File: src/rtl/ignition_gear_ctrl.sv
// rtl/ignition_gear_ctrl.sv - ignition FSM (OFF/ACC/CRANK/RUN) and P/R/N/D gear selector; optional AUTO_PARK_EN
module ignition_gear_ctrl #(
  parameter int SPD_W       = 8,
  parameter int FUEL_W      = 8,
  parameter int MAX_GEAR    = 3,
  parameter int LIM_W       = 3,
  parameter int CRANK_TICKS = 3
) (
  input  logic              clk,
  input  logic              rst,
  input  logic              tick,
  input  logic              key_start,
  input  logic              key_brake,
  input  logic              key_park,
  input  logic              key_neutral,
  input  logic              key_rev,
  input  logic              key_drive,
  input  logic              low_mode,
  input  logic              lim_up,
  input  logic              lim_dn,
  input  logic [SPD_W-1:0]  speed,
  input  logic [FUEL_W-1:0] fuel,
  output logic [1:0]        power_state,
  output logic              engine_on,
  output logic              acc_on,
  output logic              crank_busy,
  output logic [3:0]        gear_sel,
  output logic [LIM_W-1:0]  gear_limit,
  output logic              fault_nofuel
);

  // Encodings double as the external power_state codes.
  typedef enum logic [1:0] {
    S_OFF   = 2'd0,
    S_ACC   = 2'd1,
    S_RUN   = 2'd2,
    S_CRANK = 2'd3
  } pstate_t;

  // Gear codes are the display codes consumed downstream.
  localparam logic [3:0] GEAR_P = 4'd3;
  localparam logic [3:0] GEAR_R = 4'd6;
  localparam logic [3:0] GEAR_N = 4'd9;
  localparam logic [3:0] GEAR_D = 4'd12;

  localparam int CNT_W = (CRANK_TICKS > 1) ? $clog2(CRANK_TICKS) : 1;
  localparam logic [CNT_W-1:0] CNT_LAST  = CNT_W'(CRANK_TICKS - 1);
  localparam logic [LIM_W-1:0] LIM_MAX   = LIM_W'(MAX_GEAR);
  localparam logic [LIM_W-1:0] LIM_MIN   = LIM_W'(1);

  pstate_t          state;
  pstate_t          state_next;
  logic [CNT_W-1:0] cnt;
  logic [CNT_W-1:0] cnt_next;
  logic             fault_next;
  logic             prev_start;
  logic             prev_up;
  logic             prev_dn;
  logic [3:0]       gear_next;
  logic [LIM_W-1:0] limit_next;

  logic start_edge;
  logic up_edge;
  logic dn_edge;
  logic ready;
  logic fuel_ok;
  logic stopped;
  logic leave_ok;
  logic run_to_off;

  // Start is sampled on the tick grid, lim keys on every clock.
  assign start_edge = key_start & ~prev_start;
  assign up_edge    = lim_up & ~prev_up;
  assign dn_edge    = lim_dn & ~prev_dn;
  assign ready      = key_brake & (gear_sel == GEAR_P);
  assign fuel_ok    = (fuel != '0);
  assign stopped    = (speed == '0);
  assign leave_ok   = (gear_sel != GEAR_P) | key_brake;
  assign run_to_off = tick & (state == S_RUN) & (state_next == S_OFF);

  assign power_state = state;
  assign engine_on   = (state == S_RUN);
  assign acc_on      = (state != S_OFF);
  assign crank_busy  = (state == S_CRANK);

  // Ignition state, crank counter, sticky fuel fault and start-key history.
  always_ff @(posedge clk or posedge rst) begin
    if (rst) begin
      state        <= S_OFF;
      cnt          <= '0;
      fault_nofuel <= 1'b0;
      prev_start   <= 1'b1;
    end else begin
      state        <= state_next;
      cnt          <= cnt_next;
      fault_nofuel <= fault_next;
      if (tick) begin
        prev_start <= key_start;
      end
    end
  end

  // Next ignition state; nothing moves between ticks.
  always_comb begin
    state_next = state;
    cnt_next   = cnt;
    fault_next = fault_nofuel;
    if (tick) begin
      if (fuel_ok) begin
        fault_next = 1'b0;
      end
      case (state)
        S_OFF: begin
          if (start_edge) begin
            state_next = (ready && fuel_ok) ? S_CRANK : S_ACC;
          end
        end
        S_ACC: begin
          if (start_edge) begin
            if (!ready) begin
              state_next = S_OFF;
            end else if (fuel_ok) begin
              state_next = S_CRANK;
            end
          end
        end
        S_CRANK: begin
          // Abort is checked first so it beats a completing count.
          if (!key_brake || !fuel_ok) begin
            state_next = S_ACC;
            cnt_next   = '0;
          end else if (cnt == CNT_LAST) begin
            state_next = S_RUN;
            cnt_next   = '0;
          end else begin
            cnt_next = cnt + 1'b1;
          end
        end
        S_RUN: begin
          if (!fuel_ok) begin
            state_next = S_ACC;
            fault_next = 1'b1;
          end else if (start_edge && stopped) begin
            state_next = S_OFF;
          end
        end
        default: begin
          state_next = S_OFF;
          cnt_next   = '0;
        end
      endcase
    end
  end

  // Gear selector, gear limit and limit-key history.
  always_ff @(posedge clk or posedge rst) begin
    if (rst) begin
      gear_sel   <= GEAR_P;
      gear_limit <= LIM_MAX;
      prev_up    <= 1'b1;
      prev_dn    <= 1'b1;
    end else begin
      gear_sel   <= gear_next;
      gear_limit <= limit_next;
      prev_up    <= lim_up;
      prev_dn    <= lim_dn;
    end
  end

  // Gear request arbitration: park > neutral > low_mode > rev > drive.
  always_comb begin
    gear_next  = gear_sel;
    limit_next = gear_limit;
    if (key_park) begin
      gear_next = GEAR_P;
    end else if (key_neutral) begin
      gear_next = GEAR_N;
    end else if (low_mode) begin
      if (up_edge) begin
        if (gear_limit < LIM_MAX) begin
          limit_next = gear_limit + 1'b1;
        end
      end else if (dn_edge) begin
        if (gear_limit > LIM_MIN) begin
          limit_next = gear_limit - 1'b1;
        end
      end
    end else if (key_rev) begin
      if (stopped && leave_ok) begin
        gear_next = GEAR_R;
      end
    end else if (key_drive) begin
      if (stopped && leave_ok) begin
        gear_next = GEAR_D;
      end
    end
`ifdef AUTO_PARK_EN
    // Switching off from RUN parks the vehicle regardless of gear keys.
    if (run_to_off) begin
      gear_next = GEAR_P;
    end
`else
    if (run_to_off) begin
      gear_next = gear_next;
    end
`endif
  end

endmodule

File: config.mk
export PLATFORM = sky130hd
export DESIGN_NAME = ignition_gear_ctrl
export DESIGN_NICKNAME = d
export VERILOG_FILES = /design/src/rtl/ignition_gear_ctrl.sv
export SDC_FILE = /design/constraint.sdc
export NUM_CORES = 1
export LEC_CHECK = 0
export ABC_AREA = 1
export CORE_MARGIN = 4
export CORE_UTILIZATION = 35
export DETAILED_ROUTE_END_ITERATION = 12
export PLACE_DENSITY = 0.68
export SLEW_MARGIN = 20
export SYNTH_ARGS = -nofsm -noshare
export SYNTH_HDL_FRONTEND = slang
export SYNTH_SLANG_ARGS = --single-unit
File: constraint.sdc
create_clock -name clk -period 1.3 [get_ports clk]
set_clock_uncertainty 0.05 [all_clocks]
set_input_delay 0.26 -clock clk [delete_from_list [all_inputs] [get_ports clk]]
set_output_delay 0.26 -clock clk [all_outputs]
set_load 0.005 [all_outputs]
==> flow_summary.json, run 1 <==
{
  "yosys_warnings": 0,
  "clk_latency_ns": 0.28,
  "rsz0062_at_grt": "true",
  "crit_buf_inv": 2,
  "area_growth_pct": 106.5,
  "arrival_ns": 1.76,
  "syn_nets": 167,
  "grt_usage_pct": 19.08,
  "cp_slowest_stage_delay_ns": 0.56,
  "cp-start-kind": "flip-flop",
  "gp_congestion": 0.8863,
  "grt_pass1_vias": 1244,
  "detail_route.iter0.violations": 39,
  "worstSetupEndpointType": "flip-flop",
  "dp_hpwl_um": 2125,
  "die_area_um2": 3792,
  "clockBufferDepth": 2,
  "crit_chain": "buf_6 > inv_2 > ha_1 > xor2_1 > nand3_2 > nand2_2",
  "syn_area_per_cell_um2": 7.388,
  "coreArea_um2": 2758,
  "setup_slack_ns": -0.2883,
  "critPathKind": "flip-flop to flip-flop",
  "wire_per_inst_um": 13.52,
  "dieWidth_um": 61.58,
  "yosysSeqAreaShare_pct": 38.23,
  "hold_path_class": "input pin to async pin",
  "h-tree-depth": 1,
  "yosys_register_bits": 15,
  "p_per_area_nw_per_um2": 1540,
  "synth_most_common_cell": "nand2_1",
  "drcViolationCount": 0,
  "fill_cells": 196,
  "ir_drop_mv": 1.032,
  "layout.nets": 255,
  "maxCapViolations": 0,
  "power.leakage_nw": 1.022,
  "cp.required_ns": 1.48,
  "setup_viol": 15,
  "tightest_slew_ns": 0.3880,
  "placed_area_um2": 1625,
  "drive_gt1_share_pct": 53.81,
  "rows": 19,
  "cp_top_family": "flip-flops",
  "fin_crit_sh_pct": 122.2,
  "clock-sinks": 15,
  "syn_area_um2": 1005,
  "synth-async-reset-ratio_pct": 100.0,
  "dp_cells": 229,
  "ant_nets": 0,
  "cts_tree": "done",
  "antenna_found_initial": 0,
  "relSlewSlack_pct": 74.10,
  "finalMaxSlewViolations": 0,
  "cts_buffers": 3,
  "synth_top_area_share_pct": 19.93,
  "route.vias.total": 1220,
  "start_util_pct": 36.43,
  "dp_slack_ns": -0.3091,
  "synth_top_area_cell": "dfrtp_1",
  "status": "complete, but fails checks",
  "violations": "negative setup slack",
  "vias_per_cell": 4.803,
  "worstPathMaxFanout": 5,
  "clock.fmax_mhz": 629.6,
  "syn_inst": 136,
  "port_buffers": 40,
  "synth-main-ff-cell": "dfrtp_1",
  "root_buffer": "clkbuf_4",
  "critical_path.slowest_cell": "dfstp_2",
  "grt_max_degree": 16,
  "grt_pass1_wl_um": 5354,
  "grt_overflow": 0,
  "hold_viol": 0,
  "postCtsHoldBufs": 0,
  "final_cells": 254,
  "firstDrtPassIters": 5,
  "design_area_um2": 2074,
  "clk_pin_slew_ns": 0.09,
  "wirelength_um": 3434,
  "netlist-cell-type-count": 23,
  "ios": 41,
  "synth.area.top_cells": "dfrtp_1, dfstp_2, nand2_1",
  "synth_edf_count": 0,
  "whs_ns": 0.2336,
  "antennaDiodeCount": 0,
  "die_h_um": 61.58,
  "synth_common_cells": "nand2_1, nor2_1, inv_1, nand3_1, dfrtp_1",
  "fin_crit_ns": 1.588
}
[area by class of cell]
cell class | count | area, um2 | share of cell area (%)
well taps | 31 | 38.79 | 1.870
multi-input cells | 100 | 738.2 | 35.59
flip-flops and latches | 15 | 386.6 | 18.64
clock buffers | 4 | 26.28 | 1.267
inverters | 21 | 93.84 | 4.524
repair buffers | 83 | 790.8 | 38.12
[where the power goes]
group          switching, mW  total [mW]  internal, mW
Combinational          0.988        2.21          1.22
Clock                  0.144       0.263         0.119
Sequential             0.109       0.721         0.613
Total                   1.24        3.20          1.95
[state kept, by name (all words and copies together) (netlist names)]
signal,cells
cnt,2
prev_dn,1
prev_start,1
gear_sel,4
power_state,2
gear_limit,3
fault_nofuel,1
prev_up,1
[per-stage QoR]
| stage | utilization [%] | setup TNS, ns | power [mW] |
|---|---|---|---|
| floorplan | - | -0.3594 | 1.344 |
| global placement | 58.94 | -2.800 | 2.030 |
| detailed placement | 58.94 | -3.154 | 2.057 |
| CTS | 68.28 | -1.491 | 2.765 |
| global route | 75.23 | -3.199 | 3.403 |
| finish | 75.23 | -2.146 | 3.196 |
[layer usage]
metal / vias to the layer above / track usage (%) / wire length, um
met1: 580 / 21.12 / 1398
met2: 34 / 37.37 / 1875
met4: 0 / 2.727 / 44
met5: - / 0 / 0
met3: 6 / 4.193 / 116
li1: 600 / - / -
[worst min-delay path, delay by kind of cell]
kind / cells / cell delay, ns
buf+inv: 3 / 0.67
[cell families (layout without fill, tap and decap cells)]
kind of cell / after synthesis / after routing / share of synthesized area, %
DFF: 15 / 15 / 38.23
AOI/OAI and AO/OA: 17 / 17 / 10.59
adders and majority gates: 3 / 3 / 3.736
xor gates and xnor gates: 3 / 3 / 2.616
and+or+nand+nor: 77 / 77 / 36.86
buffers and inverters: 21 / 108 / 7.969
[worst paths after layout]
| check | endpoint | slack (ns) | cells past startpoint | start |
|---|---|---|---|---|
| max | gear_limit[1]$_DFFE_PP1P_ | -0.29 | 6 | gear_limit[0]$_DFFE_PP1P_ |
| min | fault_nofuel$_DFFE_PP0P_ | 0.23 | 3 | rst |
| max reg2reg | gear_limit[1]$_DFFE_PP1P_ | -0.29 | 6 | gear_limit[0]$_DFFE_PP1P_ |
| min reg2reg | prev_start$_DFFE_PP1P_ | 0.45 | 2 | prev_start$_DFFE_PP1P_ |
| max in group asynchronous | prev_start$_DFFE_PP1P_ | 0.73 | 3 | rst |
| min in group clk | prev_dn$_DFF_PP1_ | 0.37 | 1 | lim_dn |
[timing repair]
action / in CTS / in global routing
resized for setup: 80 / 35
setup buffers: 22 / 7
setup endpoints to repair: 21 / 21
pin swaps: 18 / 18
[cell usage in the layout (no fill, tap or decap), types with 2 or more instances in the layout]
cell type         n
clkdlybuf4s50_1  27
buf_4            27
nand2_1          23
buf_6            22
nor2_1           14
nand2_2          12
inv_1            10
dfstp_2           7
inv_2             6
dfrtp_1           6
o21ai_0           5
nand2_4           5
nor2_2            5
nand3_2           5
nor2_4            4
inv_4             4
o21ai_2           4
dlygate4sd2_1     4
nand3_1           3
clkbuf_4          3
nor2_8            2
nand3_4           2
a21oi_1           2
xor2_1            2
ha_1              2
dfrtp_2           2
Power figures use the tool's default switching activity.
==> run 2, diff against run 1 <==
--- a/config.mk
+++ b/config.mk
@@ -7,9 +7,10 @@
 export LEC_CHECK = 0
 export ABC_AREA = 1
 export CORE_MARGIN = 4
-export CORE_UTILIZATION = 35
+export CORE_UTILIZATION = 38
+export CTS_CLUSTER_SIZE = 16
 export DETAILED_ROUTE_END_ITERATION = 12
-export PLACE_DENSITY = 0.68
+export PLACE_DENSITY = 0.73
 export SLEW_MARGIN = 20
 export SYNTH_ARGS = -nofsm -noshare
 export SYNTH_HDL_FRONTEND = slang
==> flow_summary.json, run 2 (synthesis gave the netlist of run 1 again) <==
{
  "worstReg2RegEnd": "gear_limit[2]$_DFFE_PP0P_",
  "grt_usage_pct": 20.14,
  "arrival_ns": 1.70,
  "cts_tree": "done",
  "setup_viol": 17,
  "fin_crit_ns": 1.551,
  "whs_ns": 0.2235,
  "status": "complete, but fails checks",
  "area_growth_pct": 93.52,
  "final_cell_mix": "nand2_1, clkdlybuf4s50_1, buf_4",
  "vias_per_cell": 4.787,
  "postCtsHoldBufs": 0,
  "rows": 18,
  "antenna_found_initial": 0,
  "r2r_slack_ns": -0.25,
  "grt_max_degree": 16,
  "dieWidth_um": 59.42,
  "maxCapViolations": 0,
  "coreArea_um2": 2500,
  "grt_pass1_vias": 1238,
  "p_per_area_nw_per_um2": 1544,
  "ios": 41,
  "gp_congestion": 0.8657,
  "drive_gt1_share_pct": 49.77,
  "fin_crit_sh_pct": 119.3,
  "cp.required_ns": 1.45,
  "detail_route.iter0.violations": 21,
  "worstPathMaxFanout": 3,
  "layout.nets": 251,
  "power.leakage_nw": 0.9625,
  "setup_slack_ns": -0.2511,
  "grt_overflow": 0,
  "drcViolationCount": 0,
  "dp_hpwl_um": 2108,
  "hold_path_class": "input pin to async pin",
  "die_area_um2": 3531,
  "ant_nets": 0,
  "h-tree-depth": 1,
  "cp-start-kind": "flip-flop",
  "largestRegisters": "gear_sel (4), gear_limit (3)",
  "placed_area_um2": 1602,
  "final_common_cell": "nand2_1",
  "start_util_pct": 40.19,
  "violations": "negative setup slack",
  "largest_register_ffs": 4,
  "root_buffer": "clkbuf_4",
  "ir_drop_mv": 0.9661,
  "clock.fmax_mhz": 644.7,
  "tightest_slew_ns": 0.3493,
  "critPathKind": "flip-flop to flip-flop",
  "antennaDiodeCount": 0,
  "rr_startpoint": "gear_limit[1]$_DFFE_PP1P_",
  "wire_per_inst_um": 13.80,
  "top_register": "gear_sel",
  "clk_pin_slew_ns": 0.10,
  "design_area_um2": 1944,
  "route.vias.total": 1192,
  "port_buffers": 40,
  "rsz0062_at_grt": "true",
  "grt_pass1_wl_um": 5388,
  "clk_latency_ns": 0.30,
  "final_util_pct": 77.78,
  "clockBufferDepth": 2,
  "hold_viol": 0,
  "clock-sinks": 15,
  "die_h_um": 59.42,
  "finalMaxSlewViolations": 0,
  "firstDrtPassIters": 4,
  "cts_buffers": 3,
  "relSlewSlack_pct": 76.69,
  "r2r_cells": 9,
  "worstSetupEndpointType": "flip-flop",
  "wirelength_um": 3435
}
-- run 2: timing repair --
action,4_1_cts,5_1_grt
setup endpoints to repair,19,22
resized for setup,77,26
setup buffers,18,6
pin swaps,15,10
-- run 2: per-stage QoR --
step                setup TNS, ns  power, mW  setup WS [ns]  cells
floorplan                 -0.3594      1.344        -0.1450    136
global placement           -2.815      1.997        -0.2721    225
detailed placement         -3.200      2.027        -0.2972    225
CTS                        -1.569      2.787        -0.2030    246
global route               -3.149      3.201        -0.3147    249
finish                     -2.188      3.002        -0.2511    249
-- run 2: per-layer routing --
layer	up-vias	global-route usage [%]	part of all wire, %
met5	-	0	0
li1	590	-	-
met2	46	34.95	53
met1	551	23.43	40
met3	5	3.268	6.1
met4	0	10.68	1.0
-- run 2: worst max path at each step --
stage	start	endpoint	slack, ns
3_3_place_gp	fuel[0]	power_state[1]$_DFFE_PP0P_	-0.27
5_1_grt	gear_limit[1]$_DFFE_PP1P_	gear_limit[2]$_DFFE_PP0P_	-0.31
4_1_cts	power_state[1]$_DFFE_PP0P_	engine_on	-0.20
6_report	gear_limit[1]$_DFFE_PP1P_	gear_limit[2]$_DFFE_PP0P_	-0.25
2_1_floorplan	gear_limit[1]$_DFFE_PP1P_	gear_limit[2]$_DFFE_PP0P_	-0.15
3_5_place_dp	fuel[5]	power_state[1]$_DFFE_PP0P_	-0.30
-- run 2: worst max-delay path: stages (launching register included) --
cell and delay, ns:
dfstp_2 0.56, buf_6 0.11, inv_6 0.04, ha_4 0.15, a21oi_2 0.10, nor2_1 0.06, o21ai_2 0.13, nand2_1 0.12
nand2_1 0.09, nand2_1 0.05
-- run 2: report_power, final --
part / switching [mW] / internal, mW
logic: 0.876 / 1.09
registers: 0.125 / 0.612
clock network: 0.181 / 0.115
-- run 2: final cells by class --
class,count,area (um2)
sequential,15,386.6
timing repair buffer,79,747.0
inverter,21,88.84
clock inverter,1,5.005
tap,30,37.54
multi-input combinational,100,656.9
fill,171,555.5
clock buffer,3,22.52
